<file path="config.mk">
export PLATFORM = sky130hd
export DESIGN_NAME = wm_panel_ctrl
export DESIGN_NICKNAME = d
export VERILOG_FILES = /design/src/rtl/wm_panel_ctrl.sv
export SDC_FILE = /design/constraint.sdc
export NUM_CORES = 1
export LEC_CHECK = 0
export CAP_MARGIN = 5
export CORE_ASPECT_RATIO = 1.75
export CORE_MARGIN = 2
export CORE_UTILIZATION = 25
export DETAILED_ROUTE_END_ITERATION = 6
export MAX_ROUTING_LAYER = met4
export PLACE_DENSITY = 0.5
export SYNTH_ARGS = -nofsm -noshare
export SYNTH_HDL_FRONTEND = slang
export SYNTH_SLANG_ARGS = --single-unit
</file>
<file path="constraint.sdc">
create_clock -name clk -period 2.9 [get_ports clk]
set_input_delay 0.87 -clock clk [delete_from_list [all_inputs] [get_ports clk]]
set_output_delay 0.87 -clock clk [all_outputs]
set_load 0.01 [all_outputs]
</file>
<file path="src/rtl/wm_panel_ctrl.sv">
// wm_panel_ctrl: front-panel button debounce and start/stop sequencer for the washing-machine controller
module wm_panel_ctrl #(
    parameter int DEBOUNCE_CYCLES = 4,
    parameter int LOCK_TIMEOUT    = 16,
    parameter int ALARM_CYCLES    = 8,
    parameter int CNT_W           = 8
) (
    input  logic       clk,
    input  logic       rst,
    input  logic       btn_start,
    input  logic       btn_stop,
    input  logic       door_locked,
    input  logic       drained,
    input  logic       finish_alarm,
    output logic       start,
    output logic       stop,
    output logic       buzzer,
    output logic       led_run,
    output logic       led_done,
    output logic       led_fault,
    output logic [2:0] state_o
);
    typedef enum logic [2:0] {
        IDLE     = 3'd0,
        REQ      = 3'd1,
        RUN      = 3'd2,
        STOPPING = 3'd3,
        DONE     = 3'd4,
        FAULT    = 3'd5
    } state_t;

    state_t                  state_q, state_d;
    logic [1:0]              sync1_q, sync2_q, db_q, db_d, dbp_q;
    logic [1:0][CNT_W-1:0]   dcnt_q, dcnt_d;
    logic [CNT_W-1:0]        timer_q, timer_d;
    logic                    start_evt, stop_evt;

    // bit 0 is START, bit 1 is STOP; stop beats start when both edges coincide
    assign stop_evt  = db_q[1] & ~dbp_q[1];
    assign start_evt = db_q[0] & ~dbp_q[0] & ~stop_evt;
    assign state_o   = state_q;

    // debounced level flips only after DEBOUNCE_CYCLES consecutive differing samples
    always_comb begin
        db_d   = db_q;
        dcnt_d = '0;
        for (int i = 0; i < 2; i++) begin
            if (sync2_q[i] != db_q[i]) begin
                if (dcnt_q[i] == CNT_W'(DEBOUNCE_CYCLES - 1))
                    db_d[i] = sync2_q[i];
                else
                    dcnt_d[i] = dcnt_q[i] + 1'b1;
            end
        end
    end

    // sequencing against the machine's responses
    always_comb begin
        state_d = state_q;
        case (state_q)
            IDLE:     if (start_evt) state_d = REQ;
            REQ:      if (stop_evt) state_d = IDLE;
                      else if (door_locked) state_d = RUN;
                      else if (timer_q >= CNT_W'(LOCK_TIMEOUT - 1)) state_d = FAULT;
            RUN:      if (finish_alarm) state_d = DONE;
                      else if (stop_evt) state_d = STOPPING;
                      else if (!door_locked) state_d = FAULT;
            STOPPING: if (drained && !door_locked) state_d = IDLE;
            DONE:     if (stop_evt || timer_q >= CNT_W'(ALARM_CYCLES - 1)) state_d = IDLE;
            FAULT:    if (stop_evt) state_d = IDLE;
            default:  state_d = IDLE;
        endcase
        timer_d = (state_d != state_q) ? '0 : (&timer_q ? timer_q : timer_q + 1'b1);
    end

    // state, debounce and registered output decode of the next state
    always_ff @(posedge clk) begin
        if (rst) begin
            state_q   <= IDLE;
            sync1_q   <= '0;
            sync2_q   <= '0;
            db_q      <= '0;
            dbp_q     <= '0;
            dcnt_q    <= '0;
            timer_q   <= '0;
            start     <= 1'b0;
            stop      <= 1'b0;
            buzzer    <= 1'b0;
            led_run   <= 1'b0;
            led_done  <= 1'b0;
            led_fault <= 1'b0;
        end else begin
            state_q   <= state_d;
            sync1_q   <= {btn_stop, btn_start};
            sync2_q   <= sync1_q;
            db_q      <= db_d;
            dbp_q     <= db_q;
            dcnt_q    <= dcnt_d;
            timer_q   <= timer_d;
            start     <= state_d == REQ || state_d == RUN || state_d == STOPPING;
            stop      <= state_d == STOPPING;
            buzzer    <= state_d == DONE;
            led_run   <= state_d == REQ || state_d == RUN || state_d == STOPPING;
            led_done  <= state_d == DONE;
            led_fault <= state_d == FAULT;
        end
    end
endmodule

</file>
==> results_dict.tcl <==
set metrics [dict create \
    setup_viol 0 \
    die_area_sq_um 7700 \
    wl_um 3520 \
    yosys_register_bits 39 \
    drv_cap 0 \
    clock_path_buffers 2 \
    syn_area_sq_um 1750 \
    drt_pass1_iterations 4 \
    fp-row-count 40 \
    final_antenna_net_count 0 \
    cts_tree "yes" \
    vias_per_cell 4.64 \
    synth_fp_nets 194 \
    io_buffers 15 \
    cp_max_fo 8 \
    synth-async-reset-ratio 0 \
    synth.distinct_cells 39 \
    timing.final.crit_share 0.850 \
    worstSetupPathType "in2reg" \
    area_growth_pct 25.1 \
    skew_ns 0.00596 \
    outcome "finished, final reports clean" \
    ys_seq_area_frac 0.447 \
    layout-drive-gt1-share 0.130 \
    die_y_um 115 \
    max_slew_margin 0.555 \
    path_clk_slew_ns 0.06 \
    worst_setup_path_start_kind "input pin" \
    gp_congestion 0.758 \
    cts_buffers 5 \
    min_period_ns 2.46 \
    worst_slew_pin_slew_ns 0.663 \
    antenna_cells_inserted 0 \
    final_area_sq_um 2190 \
    io_pins 16 \
    rsz0062_at_grt "false" \
    ir_worst_vdd_v 0.000313 \
    synth_area_per_cell_sq_um 9.50 \
    initial_core_util 0.257 \
    p_leak_nw 0.767 \
    grt_pass1_vias 1393 \
    die_w_um 67.2 \
    vias 1355 \
    r2r_slack_ns 0.88 \
    grt-ovfl-total 0 \
    avgRoutedWirePerCell_um 12.0 \
    synth_edf_count 0 \
    crit_arrival_ns 2.66 \
    track_usage 0.109 \
    num-nets-final 217 \
    crit_required_ns 3.10 \
    dpl_cell_area_sq_um 2010 \
    h-tree-depth 2 \
    grt_max_degree 15 \
    cts.repair.resized 0 \
    antenna_found_initial 0 \
    clock_latency_ns 0.28 \
    min_path_type "reg2reg" \
    hold_viol_final 0 \
    cts.sinks 39 \
    core-area_sq_um 6810 \
    synthCells 184 \
    setup_tns_ns 0 \
    cp-end-kind "flip-flop" \
    cts-root-buf "clkbuf_16" \
    grt_first_pass_wirelength_um 6200 \
    fmax_mhz 406 \
    cts_hold_buf 0 \
    yosys_warnings 0 \
    hpwl_um 2720 \
    post_cts_buffers 0 \
    synth_ff_type "dfxtp_1" \
    p_per_area_nw_per_um2 554 \
    fillerInstances 744 \
    first_iter_violations 48 \
    route.detailed.drc 0 \
    drv_slew 0 \
]
report_power, final:
group	switching [mW]	internal, mW	total [mW]	leakage (nW)
registers	0.00509	0.543	0.548	0.316
logic	0.0164	0.0184	0.0348	0.371
clock network	0.220	0.408	0.629	0.0804
layout by cell type, fill, tap and decap left out, drive strengths merged, types with 2 or more instances in the layout:
cell / Yosys / layout
a21oi: 4 / 4
buf: 2 / 4
inv: 3 / 4
xnor2: 4 / 4
a311oi: 2 / 2
or3b: 2 / 2
nor3: 14 / 14
dfxtp: 39 / 39
nand2b: 3 / 3
nor2b: 7 / 7
nor4: 4 / 4
ha: 3 / 3
nor4b: 4 / 4
mux2i: 3 / 3
mux2: 2 / 2
xor2: 11 / 11
a2111oi: 4 / 4
o21ai: 2 / 2
clkdlybuf4s50: 0 / 15
and3: 7 / 7
nor2: 25 / 25
nand3: 16 / 16
nand2: 13 / 13
or3: 2 / 2
clkbuf: 1 / 5
critical path, stage by stage:
cell	delay [ns]
clkdlybuf4s50_1	0.48
buf_4	0.14
nand2_1	0.07
a2111oi_2	0.47
a211o_1	0.21
o211ai_4	0.14
nor4_2	0.27
layer usage:
| layer | global-route usage | vias up | wire length (um) |
|---|---|---|---|
| met1 | 0.105 | 632 | 1370 |
| met2 | 0.198 | 16 | 1970 |
| met5 | - | - | 0 |
| met4 | 0.0476 | 0 | 78 |
| li1 | - | 698 | - |
| met3 | 0.0295 | 9 | 96 |
kinds of logic (layout without fill, tap and decap cells):
kind of cell | after synthesis | in the layout | share of synthesized area
multiplexers | 5 | 5 | 0.0372
flip-flops | 39 | 39 | 0.447
AND/OR/NAND/NOR | 101 | 101 | 0.315
AO/OA/AOI/OAI | 15 | 15 | 0.0873
adder cells (fa/ha/maj) | 3 | 3 | 0.0215
XOR/XNOR | 15 | 15 | 0.0752
buffers and inverters | 6 | 30 | 0.0172
synth_stat cells, types with 2 or more instances:
master      n  area (sq um)
nand2_1    13          48.8
nand3_1    16          80.1
nor2b_1     7          43.8
nor4_2      3          37.5
ha_1        3          37.5
nor3_1     14          70.1
and3_1      7          43.8
nor4b_1     3          26.3
a311oi_1    2          17.5
inv_1       3          11.3
nand2b_1    2          12.5
mux2_2      2          22.5
dfxtp_1    39           781
buf_4       2          15.0
o21ai_0     2          10.0
xnor2_1     4          35.0
a21oi_1     4          20.0
xor2_1     11          96.3
mux2i_1     2          20.0
nor2_1     25          93.8
a2111oi_2   2          30.0
cell type report:
cell class                      count  area (sq um)  area share
Multi-Input combinational cell    139           937       0.429
Sequential cell                    39           781       0.357
Clock inverter                      3          46.3      0.0212
Inverter                            3          11.3     0.00515
Clock buffer                        5           125      0.0572
Timing Repair Buffer               19           180      0.0824
Tap cell                           84           105      0.0481
through the flow:
stage / hold WS, ns / cells / setup slack (ns) / utilization / total power [mW]
2_1_floorplan: 0.414 / 184 / 0.705 / - / 0.577
3_3_place_gp: 0.424 / 284 / 0.146 / 0.296 / 0.596
3_5_place_dp: 0.424 / 284 / 0.130 / 0.296 / 0.596
4_1_cts: 0.437 / 292 / 0.429 / 0.321 / 1.23
5_1_grt: 0.472 / 292 / 0.327 / 0.321 / 1.26
6_report: 0.432 / 292 / 0.436 / 0.321 / 1.21
state kept, by name, summed over array words and instances (netlist names):
register   count
led_fault      1
state_o        3
dcnt_q        16
led_run        1
db_q           2
sync1_q        2
stop           1
led_done       1
dbp_q          2
timer_q        8
sync2_q        2
final timing paths:
kind	endpoint	cells past startpoint	start
setup reg to reg	timer_q[1]$_SDFFE_PP0N_	5	state_o[0]$_SDFF_PP0_
hold reg to reg	sync2_q[1]$_SDFF_PP0_	1	sync1_q[1]$_SDFF_PP0_
hold / removal	sync2_q[1]$_SDFF_PP0_	1	sync1_q[1]$_SDFF_PP0_
setup / recovery	timer_q[6]$_SDFFE_PP0N_	7	door_locked
Power figures use the tool's default switching activity.
